===== config.mk =====
export PLATFORM = sky130hd
export DESIGN_NAME = matrix_acc
export DESIGN_NICKNAME = d
export VERILOG_FILES = /design/src/rtl/matrix_acc.sv
export SDC_FILE = /design/constraint.sdc
export NUM_CORES = 1
export LEC_CHECK = 0
export CORE_UTILIZATION = 45
export CTS_BUF_LIST = sky130_fd_sc_hd__clkbuf_8
export CTS_CLUSTER_DIAMETER = 80
export CTS_CLUSTER_SIZE = 28
export DETAILED_ROUTE_END_ITERATION = 6
export PLACE_DENSITY_LB_ADDON = 0.15
export SLEW_MARGIN = 5
export SYNTH_ARGS = -nofsm -noshare
export SYNTH_HDL_FRONTEND = slang
export SYNTH_SLANG_ARGS = --single-unit

===== constraint.sdc =====
create_clock -name clk -period 2.6 [get_ports clk]
set_input_delay 0.65 -clock clk [delete_from_list [all_inputs] [get_ports clk]]
set_output_delay 0.65 -clock clk [all_outputs]
set_load 0.05 [all_outputs]

===== src/rtl/matrix_acc.sv =====
// Frame accumulator behind the 3x3 constant-matrix multiplier: sums LEN accepted
// product vectors per lane and hands the three sums downstream as one frame.
//
// state | meaning
// ACC   | accepting vectors, accumulating towards LEN samples
// HOLD  | frame sum presented on so0..so2, waiting for out_ready
module matrix_acc #(
   parameter int LEN   = 8,
   parameter int ACC_W = 13
) (
   input  logic             clk,
   input  logic             reset,
   input  logic             in_valid,
   output logic             in_ready,
   input  logic [9:0]       mi0,
   input  logic [9:0]       mi1,
   input  logic [9:0]       mi2,
   output logic             out_valid,
   input  logic             out_ready,
   output logic [ACC_W-1:0] so0,
   output logic [ACC_W-1:0] so1,
   output logic [ACC_W-1:0] so2,
   output logic [7:0]       frame_cnt
);

   typedef enum logic {ACC, HOLD} state_t;

   localparam logic [7:0] LAST = 8'(LEN - 1);

   state_t           state, state_nx;
   logic [7:0]       cnt;
   logic [ACC_W-1:0] acc0, acc1, acc2;
   logic             accept;
   logic             last;
   logic             handoff;

   assign in_ready  = (state == ACC) && !reset;
   assign out_valid = (state == HOLD);
   assign accept    = in_valid && in_ready;
   assign last      = accept && (cnt == LAST);
   assign handoff   = out_valid && out_ready;

   always_ff @(posedge clk) begin
      if (reset) state <= ACC;
      else       state <= state_nx;
   end

   always_comb begin
      state_nx = state;
      case (state)
         ACC:     if (last)    state_nx = HOLD;
         HOLD:    if (handoff) state_nx = ACC;
         default: state_nx = ACC;
      endcase
   end

   // The completing sample is folded straight into so_k so the accumulators
   // can clear in the same edge and the result appears one cycle later.
   always_ff @(posedge clk) begin
      if (reset) begin
         cnt       <= '0;
         acc0      <= '0;
         acc1      <= '0;
         acc2      <= '0;
         so0       <= '0;
         so1       <= '0;
         so2       <= '0;
         frame_cnt <= '0;
      end else begin
         if (accept) begin
            if (last) begin
               so0  <= acc0 + ACC_W'(mi0);
               so1  <= acc1 + ACC_W'(mi1);
               so2  <= acc2 + ACC_W'(mi2);
               acc0 <= '0;
               acc1 <= '0;
               acc2 <= '0;
               cnt  <= '0;
            end else begin
               acc0 <= acc0 + ACC_W'(mi0);
               acc1 <= acc1 + ACC_W'(mi1);
               acc2 <= acc2 + ACC_W'(mi2);
               cnt  <= cnt + 8'd1;
            end
         end
         if (handoff) frame_cnt <= frame_cnt + 8'd1;
      end
   end

endmodule


After elaboration in Yosys (flattened, before gate mapping)
Cells that the tools add are included.

Add/sub/neg operators: 5. Multiply operators: 0. Divide/modulo/power cells: 0. Order comparisons: 0. Equal/unequal tests: 1. Shift-type cells: 0. Muxes and demuxes: 7. Bitwise operators: 1. Reductions and logical operators: 6.

Operator list (number): 13-bit by 10-bit adder with 13-bit output (3); 13-bit two-way mux (3); 8-bit by 1-bit adder with 8-bit output, second input constant (2); 8-bit by 3-bit == test with 1-bit output, second input constant (1); 8-bit two-way mux (1); 1-bit logical AND (4); 1-bit two-way mux (2); 1-bit case mux with 2 select lines (1); 2-bit AND reduction (1); 1-bit zero test (1); 1-bit inverter (1).

Register bits: 95. Latch bits: 0. RAM bits: 0. Memory bits (read-only): 0. Output and inout bits: 49. Logic and storage cells: 29. Memories: 0.

Logic depth before layout (Yosys ltp)
Gate-level depths: netlist of the first run.

Word-level depth: 6. Depth in mapped cells: 8. Mapped depth without buffers: 7.

Least setup slack after synthesis of the first run
OpenSTA, ideal clock, no wires.

Path type: input port to flip-flop. From: input port mi0[0]. To: register acc0[10]. Setup time: 0.074 ns. Arrival: 2.484 ns. Slack: 0.042 ns. Stages on the path: 7. Path buffers: 0. Cell sequence: ha_1 -> fa_1 -> a21o_1 -> a221oi_1 -> o21ai_1 -> or2_2 -> a31oi_1.

Longest elaborated chain between the ends: 2.

RTL lines: from (decl) (line 15) `input logic [9:0] mi0,`; 13-bit by 10-bit adder with 13-bit output (line 80) `acc0 <= acc0 + ACC_W'(mi0);`; 13-bit two-way mux (line 71) `if (last) begin`; to (signal assigned) (line 80); to (decl) (line 32) `logic [ACC_W-1:0] acc0, acc1, acc2;`.

No other way between the ends. A chain may end at the register's enable or synchronous reset.

Worst setup path after layout of the first run
From: input port mi0[4]. To: register acc0[9].

The elaborated chain is that of the path after synthesis.

==> run summary, run 1 <==
HP Class - reg -> reg
Worst Path Arrival - 2.80 ns
Hold-fix buffers, CTS - 0
worst path required time - 2.86 ns
Yosys cell types - 46
global-route wire length before repair - 20700 um
critical path fanouts, max - 7
Syn Nets - 643
initial antenna violation count - 0
area delta synth->final - 32.8%
critical path class - in -> reg
IR Drop Worst-Case VDD - 0.335 mV
Post-Route WL - 13000 um
Worst-Margin Slew - 0.515 ns
Achievable Freq - 0.394 GHz
CTS H-Tree Depth - 3
Power Density - 556 mW/mm^2
Detail Route Antenna Nets - 0
ANT cells - 0
cell taking the most area after synthesis - dfxtp_1
Worst setup SP type - primary input
vias in the first global route - 4430
Max Slew Vio Count - 0
Combinational Power Share - 21.4%
Cells after DPL - 808
Placer Congestion - 0.834
register area - 0.00190 mm^2
Synthesis Warnings - 0
Post-route DRC - 0
Via-to-Cell Ratio - 5.73
nets - 753
Die H - 106 um
Post-synth ARST share - 0%
P_leak - 2.78 nW
number of filler cells placed in the layout - 932
sequential cell fraction of total power - 44.5%
Post-Synthesis Cells - 574
pin count of the biggest net entering global routing - 42
Post-synth EDFFs - 0
Rel. slew slack - 65.6%
RSZ-0062 raised after global routing - true
Std-Cell Rows - 37
Core ar. - 0.0104 mm^2
CP endpoint kind - flip-flop
maximum root-to-sink buffer count - 2
share of layout cells above drive strength 1 - 12.6%
wire per inst - 15.8 um
Layout Cells excl Fill - 825
slowest cell on the critical path - clkdlybuf4s50_1
CTS root buffer - clkbuf_8
Setup Skew - 0.0106 ns
final hold vios - 0
vias - 4727
total track usage - 23.1%
final period utilization - 97.7%
syn avg cell area - 8.48 um^2
CP top delay family - compound AO/OA/AOI/OAI gates
First-pass DRT Iterations - 5
synthesis-stage register bit count - 95
switch share - 28.6%
Final HPWL DP - 9010 um
register clock-pin slew on the reported worst setup and hold paths - 0.09 ns
largest cells by area after synthesis - dfxtp_1, ha_1, nand2_1, nand3_1, a21oi_1
Fin Setup TNS - 0 ns
# setup viols final - 0
io pins - 83
Post-synth top flop - dfxtp_1
final core occ - 62.1%
Clock Sink Count - 95
post-synthesis cell area - 0.00487 mm^2
post-synthesis sequential area ratio - 39.1%
clk_lat worst skew - 0.37 ns
CP Buf/Inv Count - 1
CTS tree - built
Buffers on Ports - 82
Initial DRC Count - 260
die width - 106 um
multi-input logic area - 0.00288 mm^2
Pint - 2.57 mW
CP peak stage delay - 0.42 ns
grt ovf - 0
Psw - 1.03 mW
share of Yosys cell area claimed by the top area cell type - 39.1%
TritonCTS buffer count - 9
status - complete, no violations
die area - 0.0112 mm^2
max_cap viols - 0
Final min period - 2.54 ns
crit-path cells - clkdlybuf4s50_1, ha_1, a21o_1, a31oi_1, a211oi_1, or3_1, a32o_1
clock network power share - 34.0%
Initial Util - 46.7%
-- registers in the layout, summed over array words and instances, names as in the netlist --
name       flops
acc2          13
cnt            8
acc1          13
out_valid      1
acc0          13
so0           13
so2           13
frame_cnt      8
so1           13
-- worst paths after layout --
check             slack (ns)  depth (start not counted)  endpoint     start
setup / recovery        0.06                          7   acc0[9]    mi0[4]
hold reg to reg         0.45                          1  acc2[12]  acc2[12]
setup reg to reg        0.41                          5    so1[7]    cnt[4]
hold / removal          0.45                          1  acc2[12]  acc2[12]
-- power groups by stage --
stage,clock [mW],sequential (mW),combinational (mW)
5_1_grt,1.31,1.61,0.844
4_1_cts,1.24,1.60,0.745
6_report,1.22,1.60,0.770
3_3_place_gp,0,1.63,0.718
3_5_place_dp,0,1.63,0.733
2_1_floorplan,0,1.59,0.510
-- cells by family (layout without fill, tap and decap cells) --
group                    after synthesis  count (layout)  synth area share, %
AND/OR/NAND/NOR                      223             223                 21.9
AO/OA/AOI/OAI                        153             153                 20.9
flip-flops                            95              95                 39.1
buffers and inverters                 36             151                 2.88
adder cells (fa/ha/maj)               35              35                 9.46
XOR/XNOR                              30              30                 5.40
multiplexers                           2               2                0.411
-- Yosys cell counts, drive strengths merged (4+ instances only) --
cell	number
dfxtp	95
and3	17
a32o	6
nand3	50
xor2	15
clkbuf	22
nor2	31
o21a	5
nand2	82
and4	4
nand4	11
or3	12
a31o	11
a32oi	4
a21o	20
a22oi	9
a21oi	38
xnor2	15
buf	10
ha	32
o21ai	29
inv	4
a31oi	12
nor3	5
-- cells in the final DEF (no fill, tap or decap), types with 3 or more instances in the layout --
cell type	synthesis	layout
and3_1	17	17
a221oi_2	0	3
dfxtp_1	95	95
and4_1	4	4
bufinv_16	0	3
a32o_1	6	6
xnor2_1	15	15
o211ai_1	3	3
nand3_1	50	50
a21o_1	20	20
ha_1	32	32
o21a_1	5	4
a21oi_1	38	38
a32oi_1	4	4
a31oi_1	12	12
nor3_1	5	5
a22oi_1	9	9
fa_2	0	3
buf_4	0	44
inv_1	4	4
a31o_2	9	9
xor2_1	15	15
or3_1	12	12
a211o_1	3	3
a22o_1	3	3
nand2_1	82	82
buf_12	0	4
o21ai_0	28	27
nand4_1	11	11
clkdlybuf4s50_1	0	81
nor2_1	31	30
clkbuf_8	0	10
-- layout make-up --
| class | count | area share (%) |
|---|---|---|
| Inverter | 4 | 0.232 |
| Multi-Input combinational cell | 443 | 44.5 |
| Timing Repair Buffer | 131 | 19.2 |
| Sequential cell | 95 | 29.4 |
| Tap cell | 136 | 2.63 |
| Clock inverter | 6 | 1.80 |
| Clock buffer | 10 | 2.13 |
-- timing repair --
action                                  in CTS  in global routing
endpoints found under the setup margin       5                 26
pin swaps                                    0                  1
buffers inserted                             0                  1
gates resized for setup                      2                 10
-- metrics by stage --
step	hold WS (ns)	area, um^2	total power [mW]	worst slack [ns]
2_1_floorplan	0.412	4870	2.10	0.0423
3_3_place_gp	0.422	6150	2.34	-0.391
3_5_place_dp	0.432	6150	2.36	-0.428
4_1_cts	0.449	6420	3.59	0.0135
5_1_grt	0.473	6460	3.76	-0.0131
6_report	0.448	6460	3.59	0.0602
-- metal layers --
metal / wire length [um] / up-vias / part of all wire, % / GRT usage [%]
li1: - / 2319 / - / -
met1: 6260 / 2234 / 48 / 31.6
met2: 5840 / 157 / 45 / 36.4
met3: 702 / 17 / 5.4 / 3.31
met4: 224 / 0 / 1.7 / 9.52
met5: 0 / - / 0 / 0
Power figures use the tool's default switching activity.
==> run 2, diff against run 1 <==
--- a/config.mk
+++ b/config.mk
@@ -5,6 +5,7 @@
 export SDC_FILE = /design/constraint.sdc
 export NUM_CORES = 1
 export LEC_CHECK = 0
+export CORE_ASPECT_RATIO = 1.1
 export CORE_UTILIZATION = 45
 export CTS_BUF_LIST = sky130_fd_sc_hd__clkbuf_8
 export CTS_CLUSTER_DIAMETER = 80
==> run 2 against run 1 <==
Clock skew rose by 0.0011 ns. Critical path depth rose by 2. Non-clock buffer count rose by 5. Combinational power fell by 2%. Largest cell class unchanged.
==> run summary, run 2 (same netlist as run 1, synthesis figures left out) <==
final hold vios - 0
CP Buf/Inv Count - 2
Setup Skew - 0.0117 ns
critical path fanouts, max - 3
Placed Area - 0.00619 mm^2
CTS tree - built
initial antenna violation count - 0
register clock-pin slew on the reported worst setup and hold paths - 0.09 ns
clk_lat worst skew - 0.38 ns
HP Class - reg -> reg
Power Density - 519 mW/mm^2
Rel. slew slack - 66.2%
total track usage - 23.0%
Hold Path Sink - so0[0]
commonest non-fill, non-tap cell in the layout - dfxtp_1
Hold-fix buffers, CTS - 0
Detail Route Antenna Nets - 0
IR Drop Worst-Case VDD - 0.298 mV
area delta synth->final - 32.1%
global-route wire length before repair - 20600 um
Post-Route WL - 12500 um
wire per inst - 14.9 um
vias - 4612
final period utilization - 96.6%
reg2reg start - cnt[4]
grt ovf - 0
ANT cells - 0
Post-route DRC - 0
Cells after DPL - 820
die area - 0.0112 mm^2
max_cap viols - 0
CTS H-Tree Depth - 3
First-pass DRT Iterations - 4
Via-to-Cell Ratio - 5.51
Core ar. - 0.0104 mm^2
Std-Cell Rows - 39
nets - 758
Final HPWL DP - 8970 um
Placer Congestion - 0.888
cells on worst reg2reg path - 6
Worst Path Arrival - 2.78 ns
P_leak - 2.77 nW
CP top delay family - compound AO/OA/AOI/OAI gates
Max Slew Vio Count - 0
crit-path cells - clkdlybuf4s50_1, ha_1, fa_2, a21o_1, a221o_1, a32oi_1, buf_4, xnor2_1, o21ai_0
Final min period - 2.51 ns
slowest cell on the critical path - clkdlybuf4s50_1
critical path class - in -> reg
Worst setup SP type - primary input
io pins - 83
Crit. path cell count - 9
Clock Sink Count - 95
CP endpoint kind - flip-flop
Worst-Margin Slew - 0.505 ns
Post-Layout Inst Area - 0.00643 mm^2
RR Endpoint - acc2[1]
die width - 101 um
Initial DRC Count - 186
share of layout cells above drive strength 1 - 13.1%
Final Power - 3.33 mW
maximum root-to-sink buffer count - 2
final hold slack - 0.453 ns
# setup viols final - 0
Initial Util - 46.6%
status - complete, no violations
Die H - 111 um
TritonCTS buffer count - 9
Fin Setup TNS - 0 ns
Layout Cells excl Fill - 837
Achievable Freq - 0.398 GHz
r2r setup slk - 0.38 ns
pin count of the biggest net entering global routing - 40
worst path required time - 2.87 ns
Buffers on Ports - 82
hold_sp - so0[0]
Hold Crit Depth - 2
most frequent cells in the layout - dfxtp_1, nand2_1, clkdlybuf4s50_1
CP peak stage delay - 0.41 ns
CTS root buffer - clkbuf_8
vias in the first global route - 4463
-- run 2: cell types whose count changed in the layout (fill, tap and decap cells not counted), moves of 2 or more --
cell	before	now
buf_4	44	51
bufinv_16	3	1
clkinv_4	0	3
clkinv_2	0	2
-- run 2: where the power goes --
| part | switching, mW | internal [mW] |
|---|---|---|
| sequential | 0.0718 | 1.53 |
| clock | 0.541 | 0.446 |
| combinational | 0.387 | 0.364 |
| total | 0.999 | 2.34 |
-- run 2: per-layer routing --
metal / track usage (%) / up-vias / routed length [um]
li1: - / 2337 / -
met1: 30.6 / 2159 / 6060
met2: 37.4 / 103 / 5780
met3: 2.65 / 13 / 434
met4: 9.66 / 0 / 213
met5: 0 / - / 0
-- run 2: worst reg2reg max path: cells and delay by family (launching register included) --
| family | cells | cell delay [ns] |
|---|---|---|
| buffers and inverters | 2 | 0.40 |
| AND/OR/NAND/NOR | 3 | 1.27 |
| flip-flops | 1 | 0.36 |
| AO/OA/AOI/OAI | 1 | 0.07 |
-- run 2: worst max path at each step --
stage,start,end,slack (ns)
2_1_floorplan,mi0[0],acc0[10],0.04
3_3_place_gp,mi1[0],acc1[12],-0.42
3_5_place_dp,mi0[0],acc0[10],-0.49
4_1_cts,mi1[0],acc1[8],0.02
5_1_grt,mi2[0],so2[10],-0.01
6_report,mi2[0],so2[12],0.09
-- run 2: through the flow --
step | setup WS [ns] | util (%)
after floorplan | 0.0423 | -
after global placement | -0.419 | 59.3
after detailed placement | -0.491 | 59.3
after CTS | 0.0181 | 61.2
after global routing | -0.0115 | 61.6
final | 0.0885 | 61.6
-- run 2: cell type report --
class | instances | area, um^2
clock buffers | 9 | 124
clock inverters | 7 | 73.8
fillers | 982 | 4010
inverters | 4 | 15.0
multi-input cells | 443 | 2870
flip-flops and latches | 95 | 1900
well taps | 143 | 179
repair buffers | 136 | 1260
-- run 2: what timing repair did --
item | in CTS | in global routing
setup endpoints to repair | 7 | 17
pin swaps | 0 | 1
gates resized for setup | 3 | 7
endpoints found under the hold margin | 0 | 0
setup buffers | 0 | 1
